<file path="src/rtl/ram_arbiter_pkg.sv">
// Shared types and sizes for the CPU/host RAM arbiter.
// The state encoding is common to both build flavours.
// ST_BOOT is only reachable when the boot-hold feature is compiled in.
package ram_arbiter_pkg;

  localparam int RAM_AW = 4;
  localparam int RAM_DW = 8;

  typedef enum logic [2:0] {
    ST_IDLE    = 3'd0,
    ST_WAIT_T0 = 3'd1,
    ST_HOLD    = 3'd2,
    ST_ACCESS  = 3'd3,
    ST_LINGER  = 3'd4,
    ST_BOOT    = 3'd5
  } arb_state_t;

  // True in every state where the host side drives the RAM port
  function automatic logic host_owns(input arb_state_t s);
    return (s == ST_HOLD) || (s == ST_ACCESS) || (s == ST_LINGER) || (s == ST_BOOT);
  endfunction

endpackage

</file>
<file path="src/rtl/ram_arbiter_hold_timer.sv">
// Linger down-counter: loaded on each host ack, counts toward zero while idle.
// Latency: load/decrement take effect on the next rising edge; zero is combinational.
// No backpressure; decrement saturates at zero.
module ram_arbiter_hold_timer #(
  parameter int W = 4
) (
  input  logic         clk,
  input  logic         rst_n,
  input  logic         load,
  input  logic         dec,
  input  logic [W-1:0] load_val,
  output logic         zero
);

  logic [W-1:0] cnt;

  // Load has priority; decrement stops at zero
  always_ff @(posedge clk or negedge rst_n) begin
    if (!rst_n) begin
      cnt <= '0;
    end else if (load) begin
      cnt <= load_val;
    end else if (dec && (cnt != '0)) begin
      cnt <= cnt - 1'b1;
    end
  end

  assign zero = (cnt == '0);

endmodule

</file>
<file path="src/rtl/ram_arbiter.sv">
// Arbitrates the 16x8 RAM between the CPU (default owner) and a host load/readback port.
// Latency: req->ack 3 edges from IDLE with T0 high, 2 edges for back-to-back requests in LINGER.
// Backpressure: host_req is held until host_ack; CPU is frozen via cpu_hold. Option: RAM_ARB_BOOT_HOLD_EN.
import ram_arbiter_pkg::*;

module ram_arbiter #(
  parameter int LINGER = 4
) (
  input  logic              CLK,
  input  logic              RESETn,
  input  logic              cpu_T0,
  input  logic [RAM_AW-1:0] cpu_addr,
  input  logic [RAM_DW-1:0] cpu_wdata,
  input  logic              cpu_RI,
  output logic [RAM_DW-1:0] cpu_rdata,
  output logic              cpu_hold,
  input  logic              host_req,
  input  logic              host_we,
  input  logic [RAM_AW-1:0] host_addr,
  input  logic [RAM_DW-1:0] host_wdata,
  input  logic              host_run,
  output logic              host_ack,
  output logic [RAM_DW-1:0] host_rdata,
  output logic [RAM_AW-1:0] ram_addr,
  output logic [RAM_DW-1:0] ram_wdata,
  output logic              ram_we,
  input  logic [RAM_DW-1:0] ram_rdata
);

  localparam logic [3:0] LINGER_LD = 4'(LINGER);

  arb_state_t        state;
  arb_state_t        home_state;
  logic              home_hold;
  logic              lat_we;
  logic [RAM_AW-1:0] lat_addr;
  logic [RAM_DW-1:0] lat_wdata;
  logic              timer_zero;
  logic              timer_load;
  logic              timer_dec;
  logic              run_rise;

`ifdef RAM_ARB_BOOT_HOLD_EN
  localparam arb_state_t RESET_STATE = ST_BOOT;
  localparam logic       RESET_HOLD  = 1'b1;

  logic run_q;
  logic boot_mode;

  assign run_rise = host_run & ~run_q;

  // Boot mode lasts from reset until the first rising edge of host_run
  always_ff @(posedge CLK or negedge RESETn) begin
    if (!RESETn) begin
      run_q     <= 1'b0;
      boot_mode <= 1'b1;
    end else begin
      run_q <= host_run;
      if (run_rise) boot_mode <= 1'b0;
    end
  end

  assign home_state = (boot_mode && !run_rise) ? ST_BOOT : ST_IDLE;
`else
  localparam arb_state_t RESET_STATE = ST_IDLE;
  localparam logic       RESET_HOLD  = 1'b0;

  logic unused_run;
  assign unused_run = host_run;
  assign run_rise   = 1'b0;
  assign home_state = ST_IDLE;
`endif

  assign home_hold  = (home_state == ST_BOOT);
  assign timer_load = (state == ST_ACCESS);
  assign timer_dec  = (state == ST_LINGER) && !host_req;

  ram_arbiter_hold_timer #(.W(4)) u_hold_timer (
    .clk      (CLK),
    .rst_n    (RESETn),
    .load     (timer_load),
    .dec      (timer_dec),
    .load_val (LINGER_LD),
    .zero     (timer_zero)
  );

  // Ownership FSM; cpu_hold and host_ack are registered alongside the state
  always_ff @(posedge CLK or negedge RESETn) begin
    if (!RESETn) begin
      state      <= RESET_STATE;
      cpu_hold   <= RESET_HOLD;
      host_ack   <= 1'b0;
      host_rdata <= '0;
      lat_we     <= 1'b0;
      lat_addr   <= '0;
      lat_wdata  <= '0;
    end else begin
      host_ack <= 1'b0;
      case (state)
        ST_IDLE: begin
          if (host_req) begin
            if (cpu_T0) begin
              state    <= ST_HOLD;
              cpu_hold <= 1'b1;
            end else begin
              state <= ST_WAIT_T0;
            end
          end
        end
        ST_WAIT_T0: begin
          if (!host_req) begin
            state <= ST_IDLE;
          end else if (cpu_T0) begin
            state    <= ST_HOLD;
            cpu_hold <= 1'b1;
          end
        end
        ST_HOLD: begin
          lat_we    <= host_we;
          lat_addr  <= host_addr;
          lat_wdata <= host_wdata;
          state     <= ST_ACCESS;
        end
        ST_ACCESS: begin
          if (!lat_we) host_rdata <= ram_rdata;
          host_ack <= 1'b1;
          state    <= ST_LINGER;
        end
        ST_LINGER: begin
          if (host_req) begin
            lat_we    <= host_we;
            lat_addr  <= host_addr;
            lat_wdata <= host_wdata;
            state     <= ST_ACCESS;
          end else if (timer_zero) begin
            state    <= home_state;
            cpu_hold <= home_hold;
          end
        end
        ST_BOOT: begin
          if (run_rise) begin
            state    <= ST_IDLE;
            cpu_hold <= 1'b0;
          end else if (host_req) begin
            state <= ST_HOLD;
          end
        end
        default: begin
          state    <= ST_IDLE;
          cpu_hold <= 1'b0;
        end
      endcase
    end
  end

  // RAM port mux: CPU passthrough unless the host side owns the RAM
  always_comb begin
    ram_addr  = cpu_addr;
    ram_wdata = cpu_wdata;
    ram_we    = cpu_RI;
    if (host_owns(state)) begin
      ram_addr  = lat_addr;
      ram_wdata = lat_wdata;
      ram_we    = (state == ST_ACCESS) && lat_we;
    end
    if (!RESETn) ram_we = 1'b0;
  end

  assign cpu_rdata = ram_rdata;

endmodule

</file>
<file path="config.mk">
export PLATFORM = sky130hd
export DESIGN_NAME = ram_arbiter
export DESIGN_NICKNAME = d
export VERILOG_FILES = /design/src/rtl/ram_arbiter_pkg.sv /design/src/rtl/ram_arbiter_hold_timer.sv /design/src/rtl/ram_arbiter.sv
export SDC_FILE = /design/constraint.sdc
export NUM_CORES = 1
export LEC_CHECK = 0
export CORE_ASPECT_RATIO = 2
export CORE_UTILIZATION = 43
export CTS_BUF_LIST = sky130_fd_sc_hd__clkbuf_4 sky130_fd_sc_hd__clkbuf_8
export CTS_CLUSTER_SIZE = 10
export DETAILED_ROUTE_END_ITERATION = 10
export GPL_TIMING_DRIVEN = 1
export PLACE_DENSITY = 0.8
export REMOVE_ABC_BUFFERS = 1
export SYNTH_ARGS = -nofsm -noshare
export SYNTH_HDL_FRONTEND = slang
export SYNTH_SLANG_ARGS = --single-unit
export TNS_END_PERCENT = 1
</file>
<file path="constraint.sdc">
create_clock -name CLK -period 2.6 [get_ports CLK]
set_input_delay 0.52 -clock CLK [delete_from_list [all_inputs] [get_ports CLK]]
set_output_delay 0.52 -clock CLK [all_outputs]
set_load 0.1 [all_outputs]
</file>
# After elaboration in Yosys (flattened, before gate mapping)
# Index checks and enable logic that the tools add are counted.
# op_classes
n_eq_ne,14
n_mux,26
n_bitwise,2
n_addsub,1
reduce_logical,18
# ops
op,count
3-bit two-way mux,6
3-bit case mux with 6 select lines,1
4-bit two-way mux,4
8-bit two-way mux,2
8-bit case mux with 2 select lines,1
2-bit != test (second input constant),5
1-bit two-way mux,8
4-bit case mux with 2 select lines,1
3-bit by 2-bit equality test with 1-bit output (second input constant),2
3-bit equality test (second input constant),2
3-bit != test (second input constant),2
5-bit AND reduction,1
4-bit logical NOT,1
2-bit by 1-bit != test with 1-bit output (second input constant),2
2-bit AND reduction,2
4-bit AND reduction,1
2-bit nonzero test,2
4-bit nonzero test,1
4-bit by 1-bit subtractor with 4-bit output (second input constant),1
3-bit by 1-bit equality test with 1-bit output (second input constant),1
1-bit logical AND,3
3-bit logical NOT,1
1-bit logical OR,3
1-bit case mux with 3 select lines,1
other kinds (6),7
# word_totals
output_inout_bits,31
register_bits,30
elab_cells,69
inputBits,39

# Depth between registers and ports, before layout
# Gate-level depths: netlist of run 1.
# depth
ltp_word,6
mapped_depth,6
ltp_nobuf,6

# Modules after synthesis
# Synthesis of run 1 repeated with hierarchy kept, for this count alone.
# hier_totals
hier_cells,136
area_unflattened_um2,1676.6
# by_module_without_submodules
mod,seq_area_each_um2,n_inst,cells_per_inst,area_per_inst_um2
ram_arbiter,650.6,1,109,1406.3
ram_arbiter_hold_timer,100.1,1,27,270.3

# Least setup slack after synthesis of run 1
# Ideal clock, no wire load.
# synth_path
path_type,reg-to-output
from,register state[2]
to,output ram_we
n_path_buf,1
path_stages_with_launch,6
t_required_ps,2080
setup_slack_ps,-1439
t_arrival_ps,3519
cell_sequence,dfrtp_1 -> inv_1 -> ha_1 -> clkbuf_1 -> nand3_1 -> a21boi_0
# synth_via
elab_chain_cells,6
word_cells_on_any_way,10
cone_classes,eq/ne: 4; mux: 2; reduce/logical: 4
# synth_rtl
item,line,rtl
start: declaration,ram_arbiter.sv:32,arb_state_t state;
start signal: assignment,ram_arbiter.sv:136,state <= home_state;
3-bit by 2-bit equality test with 1-bit output (on tied branches),"ram_arbiter_pkg.sv:20, ram_arbiter.sv:164",
1-bit logical OR (3 in a row),ram_arbiter_pkg.sv:20,return (s == ST_HOLD) || (s == ST_ACCESS) || (s == ST_LINGER) || (s == ST_BOOT);
1-bit two-way mux (*),ram_arbiter.sv:161,if (host_owns(state)) begin
1-bit two-way mux (*),ram_arbiter.sv:166,if (!RESETn) ram_we = 1'b0;
end: declaration,ram_arbiter.sv:26,"output logic ram_we,"
# Every way passes the cells marked *; elsewhere a longest branch is shown, timed or not.

# Final worst setup path of run 1
# Ends and elaborated chain as after synthesis.

==> flow_summary.yaml, run 1 <==
status:
  outcome: "complete, no violations"
timing:
  fin_skew_ns: 0.00136
  rsz0062_at_grt: "no"
  hold_violations: 0
  worstMarginPinSlew_ns: 0.423
  max_slew_margin: 0.710
  setup_violations: 0
  report.final.slew_viol_count: 0
  holdWs_ns: 0.488
  finalCritPeriodShare: 0.957
  fmax_mhz: 402
  min_period_ns: 2.49
clock_network:
  clock_sinks: 30
  cts_buffers: 5
  clk_latency_ns: 0.28
  cts_tree: "done"
  cts_max_path_buffers: 2
  clk_pin_slew_worst_paths_ns: 0.07
  clk_root_buffer_cell: "clkbuf_8"
  holdBufCountCts: 0
  cts_htree_levels: 2
grt:
  grt_pass1_vias: 1424
  grt-ovfl-total: 0
  grt_pass1_wl_mm: 6.51
  top_usage_layer: "met2"
  grtUsageMet1: 0.233
  antenna_found_initial: 0
  grt.total_usage: 0.229
  grt_max_degree: 31
  grt.met2_usage: 0.424
  met3_usage: 0.0490
worst_setup_path:
  critPathRequiredTime_ns: 2.08
  reg2reg_from: "u_hold_timer.cnt[0]$_DFFE_PN0P_"
  cp-start-kind: "register"
  arrival_ns: 1.97
  critPathKind: "register to primary output"
  r2r_end: "cpu_hold$_DFFE_PN0P_"
  r2r_slack_ns: 0.75
  endpoint_kind: "primary output"
  crit_path_start: "state[2]$_DFFE_PN0P_"
  reg2regPathDepth: 6
  critPathMaxFanout: 14
synth:
  ys_seq_area_frac: 0.469
  synthCells: 131
  synth_edf_count: 0
  synth_top_area_frac: 0.469
  synthTopCellsByArea: "dfrtp_1 (47%), mux2_2 (16%), mux2_1 (7.0%), buf_4 (4.2%), ha_1 (3.1%)"
  avgSynthCellArea_um2: 12.2
  yosysUniqueCellTypes: 33
  ys.flop_type: "dfrtp_1"
  yosysTopAreaCell: "dfrtp_1"
  ys_warn_count: 0
  synth-seq-cells: 30
  syn_area_mm2: 0.00160
  async_reset_ff_frac: 1.00
place:
  finalWeightedCongestion: 0.800
  dp_hpwl_mm: 3.12
  portBuffers: 68
detailed_routing:
  first_pass_iters: 4
  ant_nets: 0
  drtIter0Drc: 21
  drc_errors: 0
  routed_wl_mm: 4.07
  vias: 1272
  routedWlPerCell_um: 16.5
  viasPerCell: 5.15
floorplanning:
  dieWidth_um: 45.1
  start_util: 0.448
  ios: 70
  coreArea_mm2: 0.00357
  die_h_um: 88.3
  die_area_mm2: 0.00398
  rows: 31
hold_path:
  hold_path_depth: 1
  min_to: "lat_wdata[3]$_DFFE_PN0P_"
  worstHoldPathType: "register to register"
  min_from: "lat_wdata[3]$_DFFE_PN0P_"
finish:
  drive_above_1_share: 0.374
  nets: 240
  nFillCells: 278
  diodes: 0
  area_growth_pct: 60.6
flow_run:
  drv_cap: 0
[flip-flops by register name, indices dropped and copies added, names as in the netlist]
signal            flops
u_hold_timer.cnt      4
state                 3
host_rdata            8
lat_addr              4
lat_we                1
cpu_hold              1
lat_wdata             8
host_ack              1
[worst max-delay path, cell delays in order (launching register included)]
cell and delay (ns):
dfrtp_1 0.49, inv_1 0.18, ha_4 0.43, nand3_1 0.10
a21boi_1 0.27, buf_12 0.22
[layout make-up]
cell class,count,area (um2),share of cell area
clock buffers,6,82.6,0.0321
multi-input cells,83,752,0.293
well taps,49,61.3,0.0239
flip-flops and latches,30,751,0.292
inverters,6,22.5,0.00876
repair buffers,71,888,0.346
clock inverters,2,12.5,0.00487
[routing by layer]
layer	part of all wire	vias up	routed length, um
met5	0	-	0
met4	0.023	0	93
met3	0.034	10	137
met2	0.61	42	2480
met1	0.33	631	1360
li1	-	589	-
[worst max-delay path by stage]
stage | end | slack [ns] | depth (start not counted)
3_3_place_gp | ram_we | 0.19 | 5
3_5_place_dp | ram_we | 0.06 | 5
4_1_cts | ram_we | 0.04 | 5
6_report | ram_we | 0.11 | 5
5_1_grt | ram_we | 0.02 | 5
2_1_floorplan | ram_we | -1.28 | 4
[cells in the final DEF (no fill, tap or decap), types with 2 or more instances in the layout]
cell type        netlist  final
dfrtp_1               30     30
mux2_1                10     10
nor2_1                 6      6
buf_12                 0     21
clkdlybuf4s50_1        0     37
inv_1                  6      6
buf_4                  9     13
nand2_1                3      3
o21ai_0                6      6
o311ai_0               2      2
mux2_2                23     23
clkbuf_8               0      6
ha_1                   4      3
nand3_1                2      2
nand2b_1               3      3
mux2i_1                3      3
a21oi_1                4      4
and2b_2                2      2
[synth_stat cells, types with 2 or more instances]
master	instances
mux2_1	10
ha_1	4
nand2b_1	3
inv_1	6
nand3_1	2
buf_4	9
a21oi_1	4
mux2i_1	3
o21ai_0	6
mux2_2	23
nand2_1	3
and2b_2	2
o311ai_0	2
nor2_1	6
dfrtp_1	30
[repair_timing]
action,in CTS,in global routing
buffers inserted,0,0
gates cloned,0,0
gates resized for setup,2,1
endpoints found under the setup margin,13,1
[stage by stage]
stage / setup WS (ns) / setup TNS [ns] / cells / utilization / area, um2
floorplan: -1.28 / -1.28 / 119 / - / 1510
global placement: 0.185 / 0 / 239 / 0.690 / 2460
detailed placement: 0.0636 / 0 / 239 / 0.690 / 2460
CTS: 0.0380 / 0 / 247 / 0.720 / 2570
global route: 0.0226 / 0 / 247 / 0.720 / 2570
finish: 0.111 / 0 / 247 / 0.720 / 2570
[logic make-up after synthesis]
logic type / count (synthesis) / share of synthesized area
and+or+nand+nor: 26 / 0.102
DFF: 30 / 0.469
buffers and inverters: 18 / 0.0688
AOI/OAI and AO/OA: 16 / 0.0680
adders and majority gates: 4 / 0.0313
muxes: 37 / 0.260
Power of run 1 is left out: the tool's default activity adds up to more than one toggle a clock period on the data nets, which glitch-free logic cannot reach.
==> run 2, diff against run 1 <==
--- a/config.mk
+++ b/config.mk
@@ -6,12 +6,12 @@
 export NUM_CORES = 1
 export LEC_CHECK = 0
 export CORE_ASPECT_RATIO = 2
-export CORE_UTILIZATION = 43
+export CORE_UTILIZATION = 45
 export CTS_BUF_LIST = sky130_fd_sc_hd__clkbuf_4 sky130_fd_sc_hd__clkbuf_8
 export CTS_CLUSTER_SIZE = 10
 export DETAILED_ROUTE_END_ITERATION = 10
 export GPL_TIMING_DRIVEN = 1
-export PLACE_DENSITY = 0.8
+export PLACE_DENSITY = 0.83
 export REMOVE_ABC_BUFFERS = 1
 export SYNTH_ARGS = -nofsm -noshare
 export SYNTH_HDL_FRONTEND = slang
==> constraint.sdc (replaced) <==
create_clock -name CLK -period 3 [get_ports CLK]
set_input_delay 0.6 -clock CLK [delete_from_list [all_inputs] [get_ports CLK]]
set_output_delay 0.6 -clock CLK [all_outputs]
set_load 0.1 [all_outputs]
==> flow_summary.yaml, run 2 (synthesis gave the netlist of run 1 again) <==
status:
  failed_checks: "DRC"
  outcome: "finished with violations"
grt:
  grt.total_usage: 0.239
  grt_max_degree: 31
  antenna_found_initial: 0
  grt_pass1_wl_mm: 6.67
  grt-ovfl-total: 0
  grt_pass1_vias: 1402
clock_network:
  cts_htree_levels: 2
  clock_sinks: 30
  holdBufCountCts: 0
  cts_max_path_buffers: 2
  clk_pin_slew_worst_paths_ns: 0.07
  clk_latency_ns: 0.29
  post_cts_buffers: 0
  cts_tree: "done"
  cts_resized: 0
  cts_buffers: 5
  clk_root_buffer_cell: "clkbuf_8"
timing:
  min_period_ns: 2.76
  report.final.slew_viol_count: 0
  fin_skew_ns: 0.00491
  finalCritPeriodShare: 0.919
  hold_violations: 0
  setup_violations: 0
  setup_tns_ns: 0
  worstMarginPinSlew_ns: 0.557
  max_slew_margin: 0.619
  fmax_mhz: 363
  rsz0062_at_grt: "no"
hold_path:
  worstHoldPathType: "register to register"
  min_from: "lat_wdata[5]$_DFFE_PN0P_"
flow_run:
  drv_cap: 0
floorplanning:
  rows: 30
  die_h_um: 86.3
  die_area_mm2: 0.00381
  coreArea_mm2: 0.00338
  ios: 70
  dieWidth_um: 44.2
  start_util: 0.474
detailed_routing:
  routed_wl_mm: 4.14
  ant_nets: 0
  routedWlPerCell_um: 18.1
  drtIter0Drc: 23
  first_pass_iters: 7
  vias: 1248
  drc_errors: 1
  viasPerCell: 5.45
finish:
  diodes: 0
  utilization: 0.720
  stdcell_count: 229
  nFillCells: 236
  drive_above_1_share: 0.371
  layout_common_cells: "clkdlybuf4s50_1 (37), dfrtp_1 (30), mux2_2 (23)"
  area_growth_pct: 51.9
  nets: 239
  final_common_cell: "clkdlybuf4s50_1"
  top_regs: "host_rdata: 8 flops, lat_wdata: 8 flops"
worst_setup_path:
  crit_path_start: "state[2]$_DFFE_PN0P_"
  endpoint_kind: "primary output"
  arrival_ns: 2.16
  r2r_slack_ns: 1.19
  reg2reg_from: "u_hold_timer.cnt[0]$_DFFE_PN0P_"
  critPathKind: "register to primary output"
  critPathMaxFanout: 14
  cp-start-kind: "register"
  critPathRequiredTime_ns: 2.40
place:
  finalWeightedCongestion: 0.788
  dp_cells: 221
  portBuffers: 68
  dp_hpwl_mm: 3.15
## run 2: path summary, 6_finish.rpt
check,to,cells after the start
min in group asynchronous,host_ack$_DFF_PN0_,2
setup / recovery,ram_we,5
setup reg to reg,cpu_hold$_DFFE_PN0P_,6
hold reg to reg,lat_wdata[5]$_DFFE_PN0P_,1
max in group asynchronous,lat_addr[3]$_DFFE_PN0P_,2
hold / removal,lat_wdata[5]$_DFFE_PN0P_,1
## run 2: final cells by class
cell class                 count  area, um2  share of cell area
clock buffer                   7       90.1              0.0371
timing repair buffer          70        781               0.321
inverter                       6       22.5             0.00926
clock inverter                 1       5.00             0.00206
multi-input combinational     83        742               0.305
tap                           32       40.0              0.0165
sequential                    30        751               0.309
## run 2: worst max-delay path, cell delays in order (launching register included)
cell      delay [ns]
dfrtp_1         0.48
inv_1           0.14
ha_2            0.56
nand3_1         0.10
a21boi_0        0.35
buf_12          0.23
## run 2: through the flow
| step | instance area (um2) | hold slack [ns] | setup slack, ns |
|---|---|---|---|
| 2_1_floorplan | 1510 | 0.304 | -0.960 |
| 3_3_place_gp | 2330 | 0.462 | 0.466 |
| 3_5_place_dp | 2330 | 0.474 | 0.410 |
| 4_1_cts | 2430 | 0.488 | 0.0934 |
| 5_1_grt | 2430 | 0.514 | 0.104 |
| 6_report | 2430 | 0.489 | 0.244 |
## run 2: per-layer routing
| layer | GRT usage | vias up | part of all wire |
|---|---|---|---|
| li1 | - | 586 | - |
| met1 | 0.251 | 611 | 0.33 |
| met2 | 0.430 | 40 | 0.60 |
| met3 | 0.0458 | 11 | 0.035 |
| met4 | 0.121 | 0 | 0.031 |
| met5 | 0 | - | 0 |
Power of run 2 is left out for the same reason.
